--- config.mk ---
export PLATFORM = sky130hd
export DESIGN_NAME = hazard_ctrl
export DESIGN_NICKNAME = d
export VERILOG_FILES = /design/src/rtl/hazard_ctrl.sv
export SDC_FILE = /design/constraint.sdc
export NUM_CORES = 1
export LEC_CHECK = 0
export ABC_AREA = 1
export CORE_MARGIN = 2
export CORE_UTILIZATION = 52
export CTS_BUF_LIST = sky130_fd_sc_hd__clkbuf_8
export DETAILED_ROUTE_END_ITERATION = 7
export PLACE_DENSITY = 0.82
export SLEW_MARGIN = 30
export SYNTH_ARGS = -nofsm -noshare
export SYNTH_HDL_FRONTEND = slang
export SYNTH_SLANG_ARGS = --single-unit
--- constraint.sdc ---
create_clock -name clk -period 1.9 [get_ports clk]
set_input_delay 0.38 -clock clk [delete_from_list [all_inputs] [get_ports clk]]
set_output_delay 0.38 -clock clk [all_outputs]
set_load 0.01 [all_outputs]
--- src/rtl/hazard_ctrl.sv ---
// Hazard controller for the 5-stage RV32 pipe: forwarding selects, load-use stall, branch flush, memory hold.
// Optional perf counters enabled by defining HAZARD_PERF_CNT_EN.
module hazard_ctrl #(
   parameter int REG_ADDR_W   = 5,
   parameter int FLUSH_CYCLES = 1
) (
   input  logic                  clk,
   input  logic                  rst_n,
   input  logic                  id_valid,
   input  logic [REG_ADDR_W-1:0] id_rs1,
   input  logic                  id_rs1_used,
   input  logic [REG_ADDR_W-1:0] id_rs2,
   input  logic                  id_rs2_used,
   input  logic [REG_ADDR_W-1:0] id_rd,
   input  logic                  id_reg_we,
   input  logic                  id_is_load,
   input  logic                  ex_branch_taken,
   input  logic                  mem_req,
   input  logic                  mem_ready,
   output logic                  stall_if,
   output logic                  stall_id,
   output logic                  bubble_ex,
   output logic                  flush_if_id,
   output logic                  pipe_hold,
   output logic [1:0]            fwd_rs1_sel,
   output logic [1:0]            fwd_rs2_sel,
   output logic [1:0]            ctrl_state
`ifdef HAZARD_PERF_CNT_EN
   ,
   output logic [31:0]           perf_stall_cnt,
   output logic [31:0]           perf_flush_cnt,
   output logic [31:0]           perf_hold_cnt
`endif
);

   typedef enum logic [1:0] {RUN = 2'd0, FLUSH = 2'd1, MEM_WAIT = 2'd2} state_t;

   localparam logic [2:0] FLUSH_INIT = 3'(FLUSH_CYCLES - 1);

   state_t                  state_reg, state_next, ret_reg, ret_next, eff_state;
   logic [2:0]              cnt_reg, cnt_next;
   logic                    hold, flush, load_use, enter;
   logic [1:0]              sel1_next, sel2_next, sel1_reg, sel2_reg;

   // WB is not tracked: the register file is write-through.
   logic                    ex_we_reg, ex_load_reg, mem_we_reg;
   logic [REG_ADDR_W-1:0]   ex_rd_reg, mem_rd_reg;

   function automatic logic [1:0] fwd_sel(input logic [REG_ADDR_W-1:0] rs, input logic used,
                                          input logic ex_we, input logic [REG_ADDR_W-1:0] ex_rd,
                                          input logic mem_we, input logic [REG_ADDR_W-1:0] mem_rd);
      logic [1:0] s;
      s = 2'd0;
      if (used && rs != '0) begin
         if (ex_we && ex_rd == rs)        s = 2'd1;
         else if (mem_we && mem_rd == rs) s = 2'd2;
      end
      return s;
   endfunction

   always_comb begin
      hold       = rst_n & mem_req & ~mem_ready;
      eff_state  = (state_reg == MEM_WAIT) ? ret_reg : state_reg;
      flush      = 1'b0;
      load_use   = 1'b0;
      state_next = state_reg;
      ret_next   = ret_reg;
      cnt_next   = cnt_reg;
      if (hold) begin
         state_next = MEM_WAIT;
         if (state_reg != MEM_WAIT) ret_next = state_reg;
      end else if (rst_n) begin
         case (eff_state)
            FLUSH: begin
               flush      = 1'b1;
               cnt_next   = cnt_reg - 3'd1;
               state_next = (cnt_reg == 3'd1) ? RUN : FLUSH;
            end
            default: begin
               state_next = RUN;
               if (ex_branch_taken) begin
                  flush = 1'b1;
                  if (FLUSH_CYCLES > 1) begin
                     state_next = FLUSH;
                     cnt_next   = FLUSH_INIT;
                  end
               end else if (id_valid && ex_load_reg && ex_we_reg && ex_rd_reg != '0 &&
                            ((id_rs1_used && id_rs1 == ex_rd_reg) ||
                             (id_rs2_used && id_rs2 == ex_rd_reg))) begin
                  load_use = 1'b1;
               end
            end
         endcase
      end
   end

   always_comb begin
      enter     = id_valid & ~load_use & ~flush;
      sel1_next = 2'd0;
      sel2_next = 2'd0;
      if (enter) begin
         sel1_next = fwd_sel(id_rs1, id_rs1_used, ex_we_reg, ex_rd_reg, mem_we_reg, mem_rd_reg);
         sel2_next = fwd_sel(id_rs2, id_rs2_used, ex_we_reg, ex_rd_reg, mem_we_reg, mem_rd_reg);
      end
   end

   always_ff @(posedge clk or negedge rst_n) begin
      if (!rst_n) begin
         state_reg   <= RUN;
         ret_reg     <= RUN;
         cnt_reg     <= 3'd0;
         ex_we_reg   <= 1'b0;
         ex_load_reg <= 1'b0;
         ex_rd_reg   <= '0;
         mem_we_reg  <= 1'b0;
         mem_rd_reg  <= '0;
         sel1_reg    <= 2'd0;
         sel2_reg    <= 2'd0;
      end else begin
         state_reg <= state_next;
         ret_reg   <= ret_next;
         cnt_reg   <= cnt_next;
         if (!hold) begin
            mem_we_reg  <= ex_we_reg;
            mem_rd_reg  <= ex_rd_reg;
            ex_we_reg   <= enter & id_reg_we;
            ex_load_reg <= enter & id_is_load;
            ex_rd_reg   <= enter ? id_rd : '0;
            sel1_reg    <= sel1_next;
            sel2_reg    <= sel2_next;
         end
      end
   end

   assign stall_if    = load_use;
   assign stall_id    = load_use;
   assign bubble_ex   = load_use;
   assign flush_if_id = flush;
   assign pipe_hold   = hold;
   assign fwd_rs1_sel = sel1_reg;
   assign fwd_rs2_sel = sel2_reg;
   assign ctrl_state  = state_reg;

`ifdef HAZARD_PERF_CNT_EN
   logic [31:0] stall_cnt_reg, flush_cnt_reg, hold_cnt_reg;

   always_ff @(posedge clk or negedge rst_n) begin
      if (!rst_n) begin
         stall_cnt_reg <= 32'd0;
         flush_cnt_reg <= 32'd0;
         hold_cnt_reg  <= 32'd0;
      end else begin
         stall_cnt_reg <= stall_cnt_reg + 32'(load_use);
         flush_cnt_reg <= flush_cnt_reg + 32'(flush);
         hold_cnt_reg  <= hold_cnt_reg + 32'(hold);
      end
   end

   assign perf_stall_cnt = stall_cnt_reg;
   assign perf_flush_cnt = flush_cnt_reg;
   assign perf_hold_cnt  = hold_cnt_reg;
`endif

endmodule

=== Word level (Yosys, flattened, before mapping) ===
Cells that the tools add are included.

* Bits in registers: 24
* Output and inout bits: 11

* Add/subtract/negate cells: 1
* Eq/ne operators: 10
* Multiplexer cells: 23
* Bitwise operators: 10
* Reductions and logical operators: 19

{| class="wikitable"
|+ Operators by type and width
! cell !! count
|-
| equality test 5 bit || 6
|-
| 2-to-1 mux 2 bit || 11
|-
| nonzero test 5 bit || 3
|-
| logical AND 1 bit || 12
|-
| 2-to-1 mux 1 bit || 11
|-
| AND 1 bit || 6
|-
| 2-to-1 mux 5 bit || 1
|-
| inverter 1 bit || 4
|-
| equality test 3 x 1 -> 1 bit (second input constant) || 1
|-
| AND reduction 3 bit || 1
|-
| subtractor 3 x 1 -> 3 bit (second input constant) || 1
|-
| equality test 2 x 1 -> 1 bit (second input constant) || 1
|-
| equality test 2 bit (second input constant) || 1
|-
| inequality test 2 bit (second input constant) || 1
|-
| AND reduction 2 bit || 1
|-
| nonzero test 2 bit || 1
|-
| logical OR 1 bit || 1
|}

=== Depth between registers and ports, before layout ===
* Depth after elaboration: 13
* Mapped depth: 10

=== Worst setup path before layout ===
No wires, ideal clock.

* Path type: register to output
* From: register state_reg[1] (netlist: ctrl_state[1])
* To: output stall_id
* Data arrival time: 1.361 ns
* Setup slack: 0.159 ns
* Stages on the path, launching flop included: 10
* Buffers on the path: 2
* Path through: dfrtp_1 -> inv_1 -> nor2_1 -> a31oi_1 -> nand2_1 -> nor2_1 -> nand2_2 -> buf_6 -> inv_1 -> buf_4

* Cells in the longest elaborated chain, start to end: 6

{| class="wikitable"
|+ RTL lines
! item !! line !! source
|-
| start: declaration || 40 || <nowiki>state_t state_reg, state_next, ret_reg, ret_next, eff_state;</nowiki>
|-
| start signal: assignment || 120 || <nowiki>state_reg <= state_next;</nowiki>
|-
| equality test 2 bit || 63 || <nowiki>eff_state = (state_reg == MEM_WAIT) ? ret_reg : state_reg;</nowiki>
|-
| 2-to-1 mux 2 bit (*) || 63 ||
|-
| equality test 2 x 1 -> 1 bit (*) || 73 || <nowiki>case (eff_state)</nowiki>
|-
| 2-to-1 mux 1 bit (*) || 73 ||
|-
| 2-to-1 mux 1 bit (*) || 72 || <nowiki>end else if (rst_n) begin</nowiki>
|-
| 2-to-1 mux 1 bit (*) || 69 || <nowiki>if (hold) begin</nowiki>
|-
| end: declaration || 21 || <nowiki>output logic stall_id,</nowiki>
|}

Mark *: on every way between the ends. The rest lies on a longest branch, timed or not.

=== Final worst setup path ===
* From: register ex_rd_reg[4]
* To: output stall_if

* Cells in the longest elaborated chain, start to end: 9

{| class="wikitable"
|+ RTL lines
! item !! line !! source
|-
| start: declaration || 47 || <nowiki>logic [REG_ADDR_W-1:0] ex_rd_reg, mem_rd_reg;</nowiki>
|-
| start signal: assignment || 128 || <nowiki>ex_rd_reg <= enter ? id_rd : '0;</nowiki>
|-
| equality test 5 bit, on equally long branches || 88, 89 ||
|-
| logical AND 1 bit, on equally long branches || 88, 89 ||
|-
| logical OR 1 bit || 88 || <nowiki>((id_rs1_used && id_rs1 == ex_rd_reg) ||</nowiki>
|-
| logical AND 1 bit (*) || 87 || <nowiki>end else if (id_valid && ex_load_reg && ex_we_reg && ex_rd_reg != '0 &&</nowiki>
|-
| 2-to-1 mux 1 bit (*) || 87 ||
|-
| 2-to-1 mux 1 bit (*) || 81 || <nowiki>if (ex_branch_taken) begin</nowiki>
|-
| 2-to-1 mux 1 bit (*) || 73 ||
|-
| 2-to-1 mux 1 bit (*) || 72 ||
|-
| 2-to-1 mux 1 bit (*) || 69 ||
|-
| end: declaration || 20 || <nowiki>output logic stall_if,</nowiki>
|}

Marked as above.

==> metrics.yaml <==
dpl-instance-area_um2: 2110
worst-setup-path-type: "reg2out"
drv_cap: 0
leakage_nw: 1.31
synthesis.area_um2: 1570
ant_nets: 0
grt_overflow: 0
cts-buffers-inserted: 3
cp-end-kind: "primary output"
setup-tns-final_ps: -93.1
grt_pass1_wl_mm: 7.16
syn-num-nets: 268
fmax_mhz: 517
grt_pass1_vias: 1626
critPathMaxFanout: 5
clk_path_buf_depth: 2
crit_path_cell_trace: "xnor2_2 > nand4_1 > nand2_1 > nand2_2 > inv_4 > buf_6"
areaGrowthSynthToFinish_pct: 50.7
hold_viol: 0
r2r_start: "ex_rd_reg[3]"
min_path_type: "in2async"
final_nets: 342
fin_crit_ps: 1930
max_stage_delay_ps: 500
core_area_um2: 2810
clk_pin_slew_ps: 90
synthCells: 241
cts-root-buf: "clkbuf_8"
setup_viol: 3
final.setup.worst_slack_ps: -34.7
rows: 19
worstMarginPinSlew_ps: 324
powerDensity_nw_per_um2: 650
synth.avg_cell_area_um2: 6.52
skew_ps: 6.27
ir_drop_uv: 597
wl_per_cell_um: 13.1
die-area_um2: 3480
multi_input_comb_area_um2: 828
cts_tree: "built"
final_core_util_pct: 84.3
place.gp.congestion: 0.894
most-common-layout-cells: "nand2_1 (81), buf_4 (38), inv_1 (36)"
violations: "DRC, setup timing"
wl_mm: 4.52
final_area_um2: 2370
n_fill_cell: 171
stdcell_count: 345
die_x_um: 59.0
insertion_delay_ps: 270
io_pins: 36
drc_errors: 2
start_kind: "register"
hold_buffers: 0
die_y_um: 59.0
worstSetupStartpoint: "ex_rd_reg[4]"
dp_hpwl_mm: 3.00
dr_total_vias: 1734
final_common_cell: "nand2_1"
diodes: 0
track_usage_pct: 27.3
cts-htree-levels: 1
outcome: "complete, but fails checks"
viasPerCell: 5.03
placed_cells: 327
final-seq-area_um2: 606
io_buffers: 35
relSlewSlack_pct: 78.2
crit_required_ps: 1520
yosysSeqAreaShare_pct: 38.2
final_layout_size_suffix_gt1_share_pct: 25.8
antenna_found_initial: 0
crit_path_top_delay_cell: "dfrtp_2"
slew_violations: 0
ys_types: 25
rsz0062_at_grt: "true"
clkSinkCount: 24
first_pass_iters: 6
worstPathArrival_ps: 1550
grt_max_degree: 31
ys.warnings.count: 0
initial_core_util_pct: 56.0
first_iter_violations: 174
ys_ff_latch: 24
min_period_over_period_pct: 102
==> cells in the mapped netlist (all sizes together) <==
master | count | area, um2
nand2b | 1 | 6.26
inv | 43 | 161
nand2 | 86 | 325
nor3 | 3 | 15.0
nand3 | 17 | 85.1
clkbuf | 1 | 3.75
xnor2 | 2 | 17.5
a31oi | 1 | 6.26
a21oi | 2 | 13.8
buf | 6 | 46.3
a22oi | 1 | 7.51
ha | 2 | 25.0
o22ai | 1 | 6.26
dfrtp | 24 | 601
xor2 | 3 | 26.3
o21ai | 11 | 55.1
nor2 | 33 | 144
nand4 | 4 | 25.0
==> repair_timing <==
action | in CTS | in global routing
setup buffers | 7 | 7
gates resized for setup | 43 | 23
setup endpoints to repair | 6 | 9
pin swaps | 8 | 13
cloned | 0 | 0
==> cell type report <==
cell class                 count  share of cell area (%)
clock buffer                   3                    1.75
sequential                    24                    25.6
multi-input combinational    167                    35.0
timing repair buffer          76                    27.8
clock inverter                 1                    1.27
tap                           31                    1.64
inverter                      43                    6.93
==> cells by family (layout without fill, tap and decap cells) <==
family,Yosys count,after routing,share of synthesized area [%]
xor+xnor,5,5,2.79
buf+inv,50,123,13.5
fa+ha+maj,2,2,1.59
compound gates,16,16,5.66
simple gates,144,144,38.2
flops,24,24,38.2
==> path summary, 6_finish.rpt <==
kind / endpoint / slack [ps] / cells after the start
max: stall_if / -30 / 6
min in group clk: cnt_reg[2] / 470 / 1
max in group asynchronous: ex_rd_reg[3] / 1340 / 2
min reg2reg: cnt_reg[2] / 470 / 1
min: mem_rd_reg[2] / 290 / 2
max reg2reg: fwd_rs1_sel[0] / 40 / 13
==> worst max-delay path: cells and delay by family (launching register included) <==
kind	cells	cell delay (ps)
DFF	1	500
buffers and inverters	2	180
and+or+nand+nor	3	360
xor gates and xnor gates	1	240
==> through the flow <==
step | setup WS [ps] | power [W] | hold slack [ps]
floorplan | 159 | 0.000836 | 84.4
global placement | -509 | 0.00101 | 455
detailed placement | -598 | 0.00102 | 458
CTS | 2.65 | 0.00149 | 295
global route | -94.1 | 0.00164 | 327
finish | -34.7 | 0.00154 | 291
==> power by group <==
part	switching, W	total [W]	internal, W	leakage (nW)
Combinational	0.000231	0.000456	0.000225	0.963
Clock	0.000165	0.000447	0.000282	0.0357
Sequential	0.0000580	0.000635	0.000577	0.311
==> routing by layer <==
| metal | up-vias | wire length [um] | track usage, % |
|---|---|---|---|
| met1 | 774 | 1850 | 33.9 |
| li1 | 878 | - | - |
| met5 | - | 0 | 0 |
| met3 | 10 | 298 | 5.05 |
| met4 | 0 | 96 | 12.7 |
| met2 | 72 | 2270 | 45.7 |
Note: power is estimated with default switching activity, not from simulation.
